===== src/rtl/seg7_bcd_counter.sv =====
// Multi-digit BCD up/down counter with prescaler, parallel load and a scanned 7-segment driver.
// Optional leading-zero blanking is enabled by defining SEG7_LEADING_ZERO_BLANK_EN.
module seg7_bcd_counter #(
  parameter int unsigned DIGITS   = 4,
  parameter int unsigned PRESCALE = 1,
  parameter int unsigned SCAN_DIV = 1024
) (
  input  logic                  clk,
  input  logic                  rst,
  input  logic                  run,
  input  logic                  up,
  input  logic                  clear,
  input  logic                  load,
  input  logic [4*DIGITS-1:0]   load_val,
  output logic [4*DIGITS-1:0]   count,
  output logic                  tc,
  output logic [6:0]            seg,
  output logic [DIGITS-1:0]     an
);

  localparam int unsigned CW = 4 * DIGITS;
  localparam int unsigned PW = (PRESCALE > 1) ? $clog2(PRESCALE) : 1;
  localparam int unsigned SW = (SCAN_DIV > 1) ? $clog2(SCAN_DIV) : 1;
  localparam int unsigned IW = (DIGITS > 1) ? $clog2(DIGITS) : 1;

  localparam logic [PW-1:0] PcntMax = PW'(PRESCALE - 1);
  localparam logic [SW-1:0] ScntMax = SW'(SCAN_DIV - 1);
  localparam logic [IW-1:0] IdxMax  = IW'(DIGITS - 1);

  logic [CW-1:0] count_q, count_d;
  logic          tc_q, tc_d;
  logic [PW-1:0] pcnt_q, pcnt_d;
  logic [SW-1:0] scnt_q, scnt_d;
  logic [IW-1:0] idx_q, idx_d;
  logic [6:0]    seg_q, seg_d;
  logic [DIGITS-1:0] an_q, an_d;

  logic          tick;
  logic [CW-1:0] inc_val, dec_val, sat_val;
  logic          carry, borrow;
  logic [3:0]    sel_digit;
  logic          sel_blank;

  function automatic logic [6:0] decode(input logic [3:0] d);
    logic [6:0] s;
    unique case (d)
      4'd0:    s = 7'h3F;
      4'd1:    s = 7'h06;
      4'd2:    s = 7'h5B;
      4'd3:    s = 7'h4F;
      4'd4:    s = 7'h66;
      4'd5:    s = 7'h6D;
      4'd6:    s = 7'h7D;
      4'd7:    s = 7'h07;
      4'd8:    s = 7'h7F;
      4'd9:    s = 7'h6F;
      default: s = 7'h00;
    endcase
    return s;
  endfunction

  assign tick = run & (pcnt_q == PcntMax);

  // Ripple increment/decrement; a carry/borrow out of the top digit is the wrap.
  always_comb begin
    inc_val = '0;
    dec_val = '0;
    sat_val = '0;
    carry   = 1'b1;
    borrow  = 1'b1;
    for (int i = 0; i < int'(DIGITS); i++) begin
      if (carry) begin
        if (count_q[i*4 +: 4] >= 4'd9) begin
          inc_val[i*4 +: 4] = 4'd0;
        end else begin
          inc_val[i*4 +: 4] = count_q[i*4 +: 4] + 4'd1;
          carry = 1'b0;
        end
      end else begin
        inc_val[i*4 +: 4] = count_q[i*4 +: 4];
      end
      if (borrow) begin
        if (count_q[i*4 +: 4] == 4'd0) begin
          dec_val[i*4 +: 4] = 4'd9;
        end else begin
          dec_val[i*4 +: 4] = count_q[i*4 +: 4] - 4'd1;
          borrow = 1'b0;
        end
      end else begin
        dec_val[i*4 +: 4] = count_q[i*4 +: 4];
      end
      sat_val[i*4 +: 4] = (load_val[i*4 +: 4] > 4'd9) ? 4'd9 : load_val[i*4 +: 4];
    end
  end

  always_comb begin
    count_d = count_q;
    pcnt_d  = pcnt_q;
    tc_d    = 1'b0;
    if (clear) begin
      count_d = '0;
      pcnt_d  = '0;
    end else if (load) begin
      count_d = sat_val;
      pcnt_d  = '0;
    end else if (run) begin
      pcnt_d = (pcnt_q == PcntMax) ? '0 : pcnt_q + PW'(1);
      if (tick) begin
        count_d = up ? inc_val : dec_val;
        tc_d    = up ? carry : borrow;
      end
    end
  end

  // Scan runs free; clear and load never disturb it.
  always_comb begin
    scnt_d = scnt_q;
    idx_d  = idx_q;
    if (scnt_q == ScntMax) begin
      scnt_d = '0;
      idx_d  = (idx_q == IdxMax) ? '0 : idx_q + IW'(1);
    end else begin
      scnt_d = scnt_q + SW'(1);
    end
  end

`ifdef SEG7_LEADING_ZERO_BLANK_EN
  logic [DIGITS-1:0] blank;
  logic              zero_above;

  always_comb begin
    blank      = '0;
    zero_above = 1'b1;
    for (int i = int'(DIGITS) - 1; i >= 1; i--) begin
      zero_above = zero_above & (count_q[i*4 +: 4] == 4'd0);
      blank[i]   = zero_above;
    end
  end
`endif

  always_comb begin
    sel_digit = '0;
    sel_blank = 1'b0;
    an_d      = '0;
    for (int i = 0; i < int'(DIGITS); i++) begin
      an_d[i] = (idx_q == IW'(i));
      if (idx_q == IW'(i)) begin
        sel_digit = count_q[i*4 +: 4];
`ifdef SEG7_LEADING_ZERO_BLANK_EN
        sel_blank = blank[i];
`else
        sel_blank = 1'b0;
`endif
      end
    end
    seg_d = sel_blank ? 7'h00 : decode(sel_digit);
  end

  always_ff @(posedge clk) begin
    if (rst) begin
      count_q <= '0;
      tc_q    <= 1'b0;
      pcnt_q  <= '0;
      scnt_q  <= '0;
      idx_q   <= '0;
      seg_q   <= 7'h00;
      an_q    <= '0;
    end else begin
      count_q <= count_d;
      tc_q    <= tc_d;
      pcnt_q  <= pcnt_d;
      scnt_q  <= scnt_d;
      idx_q   <= idx_d;
      seg_q   <= seg_d;
      an_q    <= an_d;
    end
  end

  assign count = count_q;
  assign tc    = tc_q;
  assign seg   = seg_q;
  assign an    = an_q;

endmodule


===== config.mk =====
export PLATFORM = sky130hd
export DESIGN_NAME = seg7_bcd_counter
export DESIGN_NICKNAME = d
export VERILOG_FILES = /design/src/rtl/seg7_bcd_counter.sv
export SDC_FILE = /design/constraint.sdc
export NUM_CORES = 1
export LEC_CHECK = 0
export CORE_MARGIN = 2
export CORE_UTILIZATION = 45
export CTS_BUF_LIST = sky130_fd_sc_hd__clkbuf_2
export CTS_CLUSTER_DIAMETER = 40
export DETAILED_ROUTE_END_ITERATION = 6
export PLACE_DENSITY_LB_ADDON = 0.15
export SLEW_MARGIN = 20
export SYNTH_ARGS = -nofsm -noshare
export SYNTH_HDL_FRONTEND = slang
export SYNTH_SLANG_ARGS = --single-unit

===== constraint.sdc =====
create_clock -name clk -period 2.7 [get_ports clk]
set_clock_uncertainty 0.2 [all_clocks]
set_input_delay 0.405 -clock clk [delete_from_list [all_inputs] [get_ports clk]]
set_output_delay 0.405 -clock clk [all_outputs]
set_load 0.03 [all_outputs]

* After elaboration in Yosys (flattened, before gate mapping)
Memories as Yosys holds them, arrays and structs flattened. A register that Yosys moved wholly into a read port is not among the register bits.
Index checks and enable logic that the tools add are counted.
** Word-level totals
- Bits in registers :: 34
- Memory bits (read-only) :: 112
- Input port bits :: 22
- Output and inout port bits :: 28
- Word-level logic and storage cells :: 101
- Memories kept :: 1
** Memories
- (no name shown) :: words 16, width 7, rd ports 1, clocked after Yosys merged registers in 1, write ports 0, RTL line 46 : unique case (d)
** Cells by class
- Add/subtract/negate cells :: 11
- Magnitude comparators :: 8
- Equal/unequal tests :: 7
- Mux-type cells :: 43
- Bitwise operators :: 4
- Reduce and logical (&&, ||, !) cells :: 18
** Operators with widths (number)
- 4-bit 2-to-1 mux :: 22
- 16-bit 2-to-1 mux :: 4
- 4-bit by 1-bit adder with 4-bit output, second input constant :: 4
- 4-bit greater-or-equal comparator, second input constant :: 4
- 4-bit > comparator, second input constant :: 4
- 4-bit logical NOT :: 4
- 1-bit 2-to-1 mux :: 16
- 4-bit by 1-bit subtractor with 4-bit output, second input constant :: 4
- 4-bit AND reduction :: 3
- 10-bit by 1-bit adder with 10-bit output, second input constant :: 1
- 10-bit equality test, second input constant :: 1
- 3-bit by 1-bit != test with 1-bit output, second input constant :: 3
- 3-bit nonzero test :: 3
- 5-bit OR reduction :: 1
- 2-bit equality test, second input constant :: 2
- 2-bit nonzero test :: 2
- 2-bit OR reduction :: 2
- 1-bit NOT :: 3
- 3-bit OR reduction :: 1
- 2-bit by 1-bit adder with 2-bit output, second input constant :: 1
- 2-bit by 1-bit equality test with 1-bit output, second input constant :: 1
- 2-bit logical NOT :: 1
- 2-bit 2-to-1 mux :: 1
- 2-bit AND reduction :: 1
- 2 further kinds :: 2

* Logic depth before layout (Yosys ltp)
Gate-level depths: netlist of the first run.
- Word-level depth :: 9
- Depth in mapped cells :: 11
- Gate-level depth less buffers :: 10

* Worst setup path after synthesis of the first run
Ideal clock, no wire load.
- Kind :: register to register
- Start point :: register idx_q[0]
- End point :: register seg_q[3] (netlist: seg[3])
- Library setup time :: 70 ps
- Arrival :: 2218 ps
- Data required time :: 2430 ps
- Slack :: 211 ps
- Cell stages (with the launch flop) :: 10
- Path buffers :: 1
- Clock period less this slack :: 2489 ps
- Cells stage by stage :: dfxtp_1 ha_1 clkbuf_1 a21oi_1 a22oi_1 inv_1 ha_1 or3_1 a21o_1 a21oi_1
** On the way
- Elaborated cells on any way between the ends :: 8
- Those cells by class :: eq/ne: 3; mux: 4; reduce/logical: 1
** RTL lines
- start, declared :: RTL line 34 : logic [IW-1:0] idx_q, idx_d;
- start signal, assigned :: RTL line 173 : idx_q <= idx_d;
- 2-bit equality test
- named net an_d[3] :: RTL line 36 : logic [DIGITS-1:0] an_q, an_d;
- 4-bit 2-to-1 mux :: RTL line 147 : if (idx_q == IW'(i)) begin
- end, declared :: RTL line 35 : logic [6:0] seg_q, seg_d;
The timed path passes the listed nets, and every way through them passes these cells.
A chain may end at the register's enable or synchronous reset.

* Worst setup path in the final report of the first run
- Start point :: register count_q[7] (netlist: count[7])
- End point :: output port count[7]
** RTL lines
- start, declared :: RTL line 30 : logic [CW-1:0] count_q, count_d;
- start signal, assigned :: RTL line 169 : count_q <= count_d;
- end, declared :: RTL line 15 : output logic [4*DIGITS-1:0] count,
No word-level cell between the ends.

==> results.toml, run 1 <==
[yosys]
synth_nets = 390
synthesis.area_um2 = 2848
synthDistinctLibCells = 67
syn_avg_cell_area_um2 = 8.278
async_flop_share_pct = 0
synth_ff_type = "dfxtp_1"
synth_edf_count = 0
ys_seq_elements = 40
synthCells = 344
ys_seq_area_share_pct = 28.12
yosys_warnings = 0

[placement]
io_buffers = 49
place.gp.congestion = 0.9323
hpwl_um = 5432
post-place-cells = 467

[final_layout]
final_cell_mix = "49 x clkdlybuf4s50_1, 39 x dfxtp_1, 36 x nor2_1"
fin_nets = 445
area.growth.synth_to_final_pct = 24.74
fill_cells = 559
final_common_cell = "clkdlybuf4s50_1"
final_util_pct = 58.95
drive_gt1_share_pct = 12.78
antenna_cells = 0
layout.cells.non_filler = 474

[die]
core_area_um2 = 6026
io-pin-count = 50
rows = 28
fp.dieH_um = 83.55
initial_core_util_pct = 47.26
dieArea_um2 = 6981
die_w_um = 83.55

[global_routing]
grt_pass1_wl_um = 12080
grt_max_degree = 16
grt.overflow.total = 0
grt_pass1_vias = 2497
grt_usage_pct = 20.57
grt_antenna_before_repair = 0

[routing]
drc = 0
viasPerCell = 5.816
drt_iter0_drc = 200
route.antenna.remaining_nets = 0
wirelength_um = 7282
num_vias = 2757
firstDrtPassIters = 5
wl_per_cell_um = 15.36

[timing]
setup_viol = 0
max_freq_mhz = 397.7
timing_hold_violations_final = 0
rsz0062_at_grt = "false"
final-max-slew-violation-count = 0
tns_ns = 0
period_share_pct = 93.13
fin_crit_ns = 2.515
relSlewSlack_pct = 60.76
worst_pin_slew_ns = 0.5878

[clocking]
clockBufferDepth = 2
h-tree-depth = 2
cts_sinks = 40
hold_buffers = 0
tritoncts = "built"
cts_setup_buffers = 0
clock_insertion_delay_worst_skew_ns = 0.39
cts-root-buf = "clkbuf_2"
cts_buffers = 5
cts.reportedPaths.clkPinSlew_ns = 0.21

[pwr]
power_density_nw_per_um2 = 423.1
max-vdd-ir-drop_v = 0.0002462
p_total_w = 0.001503
p_leak_nw = 1.367

[critical_path]
cp_num_buf_inv = 1
crit_path_end_kind = "output pin"
regToRegSetupSlack_ns = 0.24
path_delay_family = "buffers and inverters"
worstPathRequired_ns = 2.10
crit_arrival_ns = 1.91
worstSetupPathType = "flip-flop to output pin"
crit_slowest_cell = "clkdlybuf4s50_1"
critPathMaxStageDelay_ns = 0.78
worstPathCellList = "clkdlybuf4s50_1"
critPathMaxFanout = 14
critPathLaunchType = "flip-flop"

[run_status]
status = "complete, no violations"

[hold_path]
worstHoldPathType = "flip-flop to flip-flop"

[flow_run]
maxCapViolations = 0
final timing paths:
kind | startpoint | endpoint | cells past startpoint
worst max-delay path | count[7] | count[7] | 1
worst min-delay path | idx_q[0] | idx_q[0] | 2
worst max register to register | idx_q[0] | seg[3] | 10
worst min register to register | idx_q[0] | idx_q[0] | 2
layer usage:
| metal | global-route usage (%) | vias up | routed length (um) |
|---|---|---|---|
| li1 | - | 1360 | - |
| met1 | 29.79 | 1297 | 3515 |
| met2 | 31.82 | 94 | 3308 |
| met3 | 3.462 | 6 | 407 |
| met4 | 4.985 | 0 | 51 |
| met5 | 0 | - | 0 |
area by class of cell:
cell class                 count  area [um^2]  area share, %
multi-input combinational    267         1893          53.29
sequential                    40        802.0          22.58
timing repair buffer          63        595.6          16.77
tap                           75        93.84          2.642
inverter                      22        82.58          2.325
clock inverter                 2        60.06          1.691
clock buffer                   5        25.02         0.7045
power breakdown:
group          internal (W)  switching (W)  leakage [nW]
Clock              0.000245       0.000198        0.0490
Sequential         0.000618      0.0000346         0.328
Combinational      0.000185       0.000223         0.991
Total               0.00105       0.000455          1.37
Yosys cell counts (all sizes together), types with 4 or more instances:
| cell | n | area (um^2) |
|---|---|---|
| or3b | 4 | 37.54 |
| or2 | 4 | 27.53 |
| inv | 22 | 82.58 |
| nand2 | 16 | 60.06 |
| a221oi | 5 | 43.79 |
| nand2b | 5 | 31.28 |
| a21o | 4 | 30.03 |
| buf | 5 | 37.53 |
| nand3 | 14 | 70.07 |
| nand3b | 8 | 60.06 |
| nor2 | 37 | 141.4 |
| a31oi | 6 | 37.54 |
| dfxtp | 40 | 800.8 |
| a21oi | 30 | 157.7 |
| o21ai | 21 | 108.9 |
| or3 | 4 | 30.03 |
| nor2b | 8 | 50.05 |
| clkbuf | 10 | 47.54 |
| a211oi | 9 | 82.58 |
| ha | 24 | 300.3 |
| xnor2 | 5 | 43.79 |
| xor2 | 7 | 61.31 |
logic make-up (layout without fill, tap and decap cells):
logic type,after synthesis,after routing,share of synthesized area [%]
mux,3,3,1.055
compound gates,106,106,26.36
xor+xnor,12,12,3.691
flops,40,40,28.12
fa+ha+maj,24,24,10.54
buf+inv,37,92,5.887
simple gates,122,122,24.34
registers in the layout, indices dropped and copies added (netlist names):
signal and flops:
scnt_q 10, count 16, seg 7, an 4
idx_q 2, tc 1
stage by stage:
| stage | area (um^2) | hold slack [ns] | setup WS [ns] |
|---|---|---|---|
| after floorplan | 2848 | 0.2378 | 0.2110 |
| after global placement | 3452 | 0.2578 | 0.1878 |
| after detailed placement | 3452 | 0.2753 | 0.1367 |
| after CTS | 3537 | 0.3176 | 0.09499 |
| after global routing | 3552 | 0.3363 | 0.03915 |
| final | 3552 | 0.2954 | 0.1854 |
repair_timing:
action | CTS | global route
setup endpoints to repair | 0 | 1
hold endpoints to repair | 0 | 0
gates resized for setup | 0 | 5
Power figures use the tool's default switching activity.
==> run 2, diff against run 1 <==
--- a/config.mk
+++ b/config.mk
@@ -7,8 +7,8 @@
 export LEC_CHECK = 0
 export CORE_MARGIN = 2
 export CORE_UTILIZATION = 45
-export CTS_BUF_LIST = sky130_fd_sc_hd__clkbuf_2
-export CTS_CLUSTER_DIAMETER = 40
+export CTS_BUF_LIST = sky130_fd_sc_hd__clkbuf_4 sky130_fd_sc_hd__clkbuf_8
+export CTS_CLUSTER_DIAMETER = 80
 export DETAILED_ROUTE_END_ITERATION = 6
 export PLACE_DENSITY_LB_ADDON = 0.15
 export SLEW_MARGIN = 20
==> run 2 against run 1 <==
Compared with the run above: final cell count unchanged; highest routed layer unchanged; largest cell class unchanged; worst hold slack worse by 0.0085 ns; critical path depth rose by 9; count of clock-buffer cells in the layout unchanged.
==> results.toml, run 2 (same netlist as run 1, synthesis figures left out) <==
[timing]
max_freq_mhz = 407.9
fin_crit_ns = 2.451
tns_ns = 0
setup_viol = 0
worst_pin_slew_ns = 0.5837
relSlewSlack_pct = 61.03
timing_hold_violations_final = 0
period_share_pct = 90.79
rsz0062_at_grt = "false"
final-max-slew-violation-count = 0

[clocking]
h-tree-depth = 2
cts-root-buf = "clkbuf_8"
hold_buffers = 0
clock_insertion_delay_worst_skew_ns = 0.28
clockBufferDepth = 2
cts_sinks = 40
cts_buffers = 5
cts.reportedPaths.clkPinSlew_ns = 0.08
tritoncts = "built"

[critical_path]
cp_num_buf_inv = 2
worstSetupPathType = "flip-flop to flip-flop"
crit_slowest_cell = "or3_1"
crit_arrival_ns = 2.47
critPathLaunchType = "flip-flop"
critPathMaxFanout = 5
path_delay_family = "simple AND/OR/NAND/NOR gates"
crit_path_end_kind = "flip-flop"
worstPathCellList = "inv_1 -> ha_1 -> nand2_1 -> o211ai_1 -> and2_2 -> inv_1 -> ha_1 -> or3_1 -> a21o_1 -> a21oi_1"
worstPathRequired_ns = 2.72
critPathMaxStageDelay_ns = 0.36

[final_layout]
fin_nets = 445
final_cell_mix = "49 x clkdlybuf4s50_1, 40 x dfxtp_1, 36 x nor2_1"
final_common_cell = "clkdlybuf4s50_1"
antenna_cells = 0
drive_gt1_share_pct = 12.78
final_util_pct = 59.70
area.growth.synth_to_final_pct = 26.32
fill_cells = 557
largest_reg_flops = 16

[routing]
wl_per_cell_um = 15.35
drc = 0
drt_iter0_drc = 206
wirelength_um = 7276
firstDrtPassIters = 6
route.antenna.remaining_nets = 0
viasPerCell = 5.764
num_vias = 2732

[global_routing]
grt_pass1_vias = 2489
grt_usage_pct = 20.55
grt_max_degree = 16
grt.overflow.total = 0
grt_pass1_wl_um = 12050
grt_antenna_before_repair = 0

[hold_path]
worstHoldPathType = "flip-flop to flip-flop"

[placement]
io_buffers = 49
hpwl_um = 5432
place.gp.congestion = 0.9323

[pwr]
p_leak_nw = 1.379
max-vdd-ir-drop_v = 0.0003036
power_density_nw_per_um2 = 451.2

[die]
initial_core_util_pct = 47.26
rows = 28
io-pin-count = 50
die_w_um = 83.55
dieArea_um2 = 6981
core_area_um2 = 6026
fp.dieH_um = 83.55

[flow_run]
maxCapViolations = 0

[run_status]
status = "complete, no violations"
run 2: layer usage:
layer  GRT usage (%)  wire length (um)  vias up
li1                -                 -     1359
met1           29.55              3457     1272
met2           32.26              3308       97
met3           3.759               468        4
met4           4.106                42        0
met5               0                 0        -
run 2: worst register-to-register path, stage by stage (launching register included):
cell and delay [ns]:
dfxtp_1 0.35, inv_1 0.09, ha_1 0.25, nand2_1 0.08
o211ai_1 0.22, and2_2 0.24, inv_1 0.08, ha_1 0.19
or3_1 0.36, a21o_1 0.18, a21oi_1 0.14
run 2: path summary, 6_finish.rpt:
check	start	endpoint	slack [ns]	cells after the start
setup / recovery	idx_q[0]	seg[3]	0.25	10
hold / removal	scnt_q[0]	scnt_q[0]	0.29	1
setup reg to reg	idx_q[0]	seg[3]	0.25	10
hold reg to reg	scnt_q[0]	scnt_q[0]	0.29	1
run 2: what timing repair did:
item / CTS / global route
gates resized for setup: 0 / 5
endpoints found under the setup margin: 0 / 1
setup buffers: 0 / 0
run 2: report_power, final:
group / switching, W / internal, W
clock network: 0.000201 / 0.000364
registers: 0.0000344 / 0.000617
logic: 0.000222 / 0.000185
run 2: stage by stage:
stage	cells	total power (W)	hold WS, ns	cell area (um^2)	setup WS, ns
after floorplan	344	0.0009200	0.2378	2848	0.2110
after global placement	467	0.001062	0.2578	3452	0.1878
after detailed placement	467	0.001066	0.2753	3452	0.1367
after CTS	474	0.001635	0.2942	3581	0.1191
after global routing	474	0.001704	0.3125	3597	0.03515
final	474	0.001623	0.2869	3597	0.2487
run 2: cell type report:
| cell class | instances | area [um^2] | share of cell area, % |
|---|---|---|---|
| clock inverters | 2 | 60.06 | 1.670 |
| repair buffers | 63 | 595.6 | 16.56 |
| flip-flops and latches | 40 | 800.8 | 22.26 |
| clock buffers | 5 | 68.82 | 1.913 |
| multi-input cells | 267 | 1896 | 52.70 |
| well taps | 75 | 93.84 | 2.609 |
| inverters | 22 | 82.58 | 2.296 |
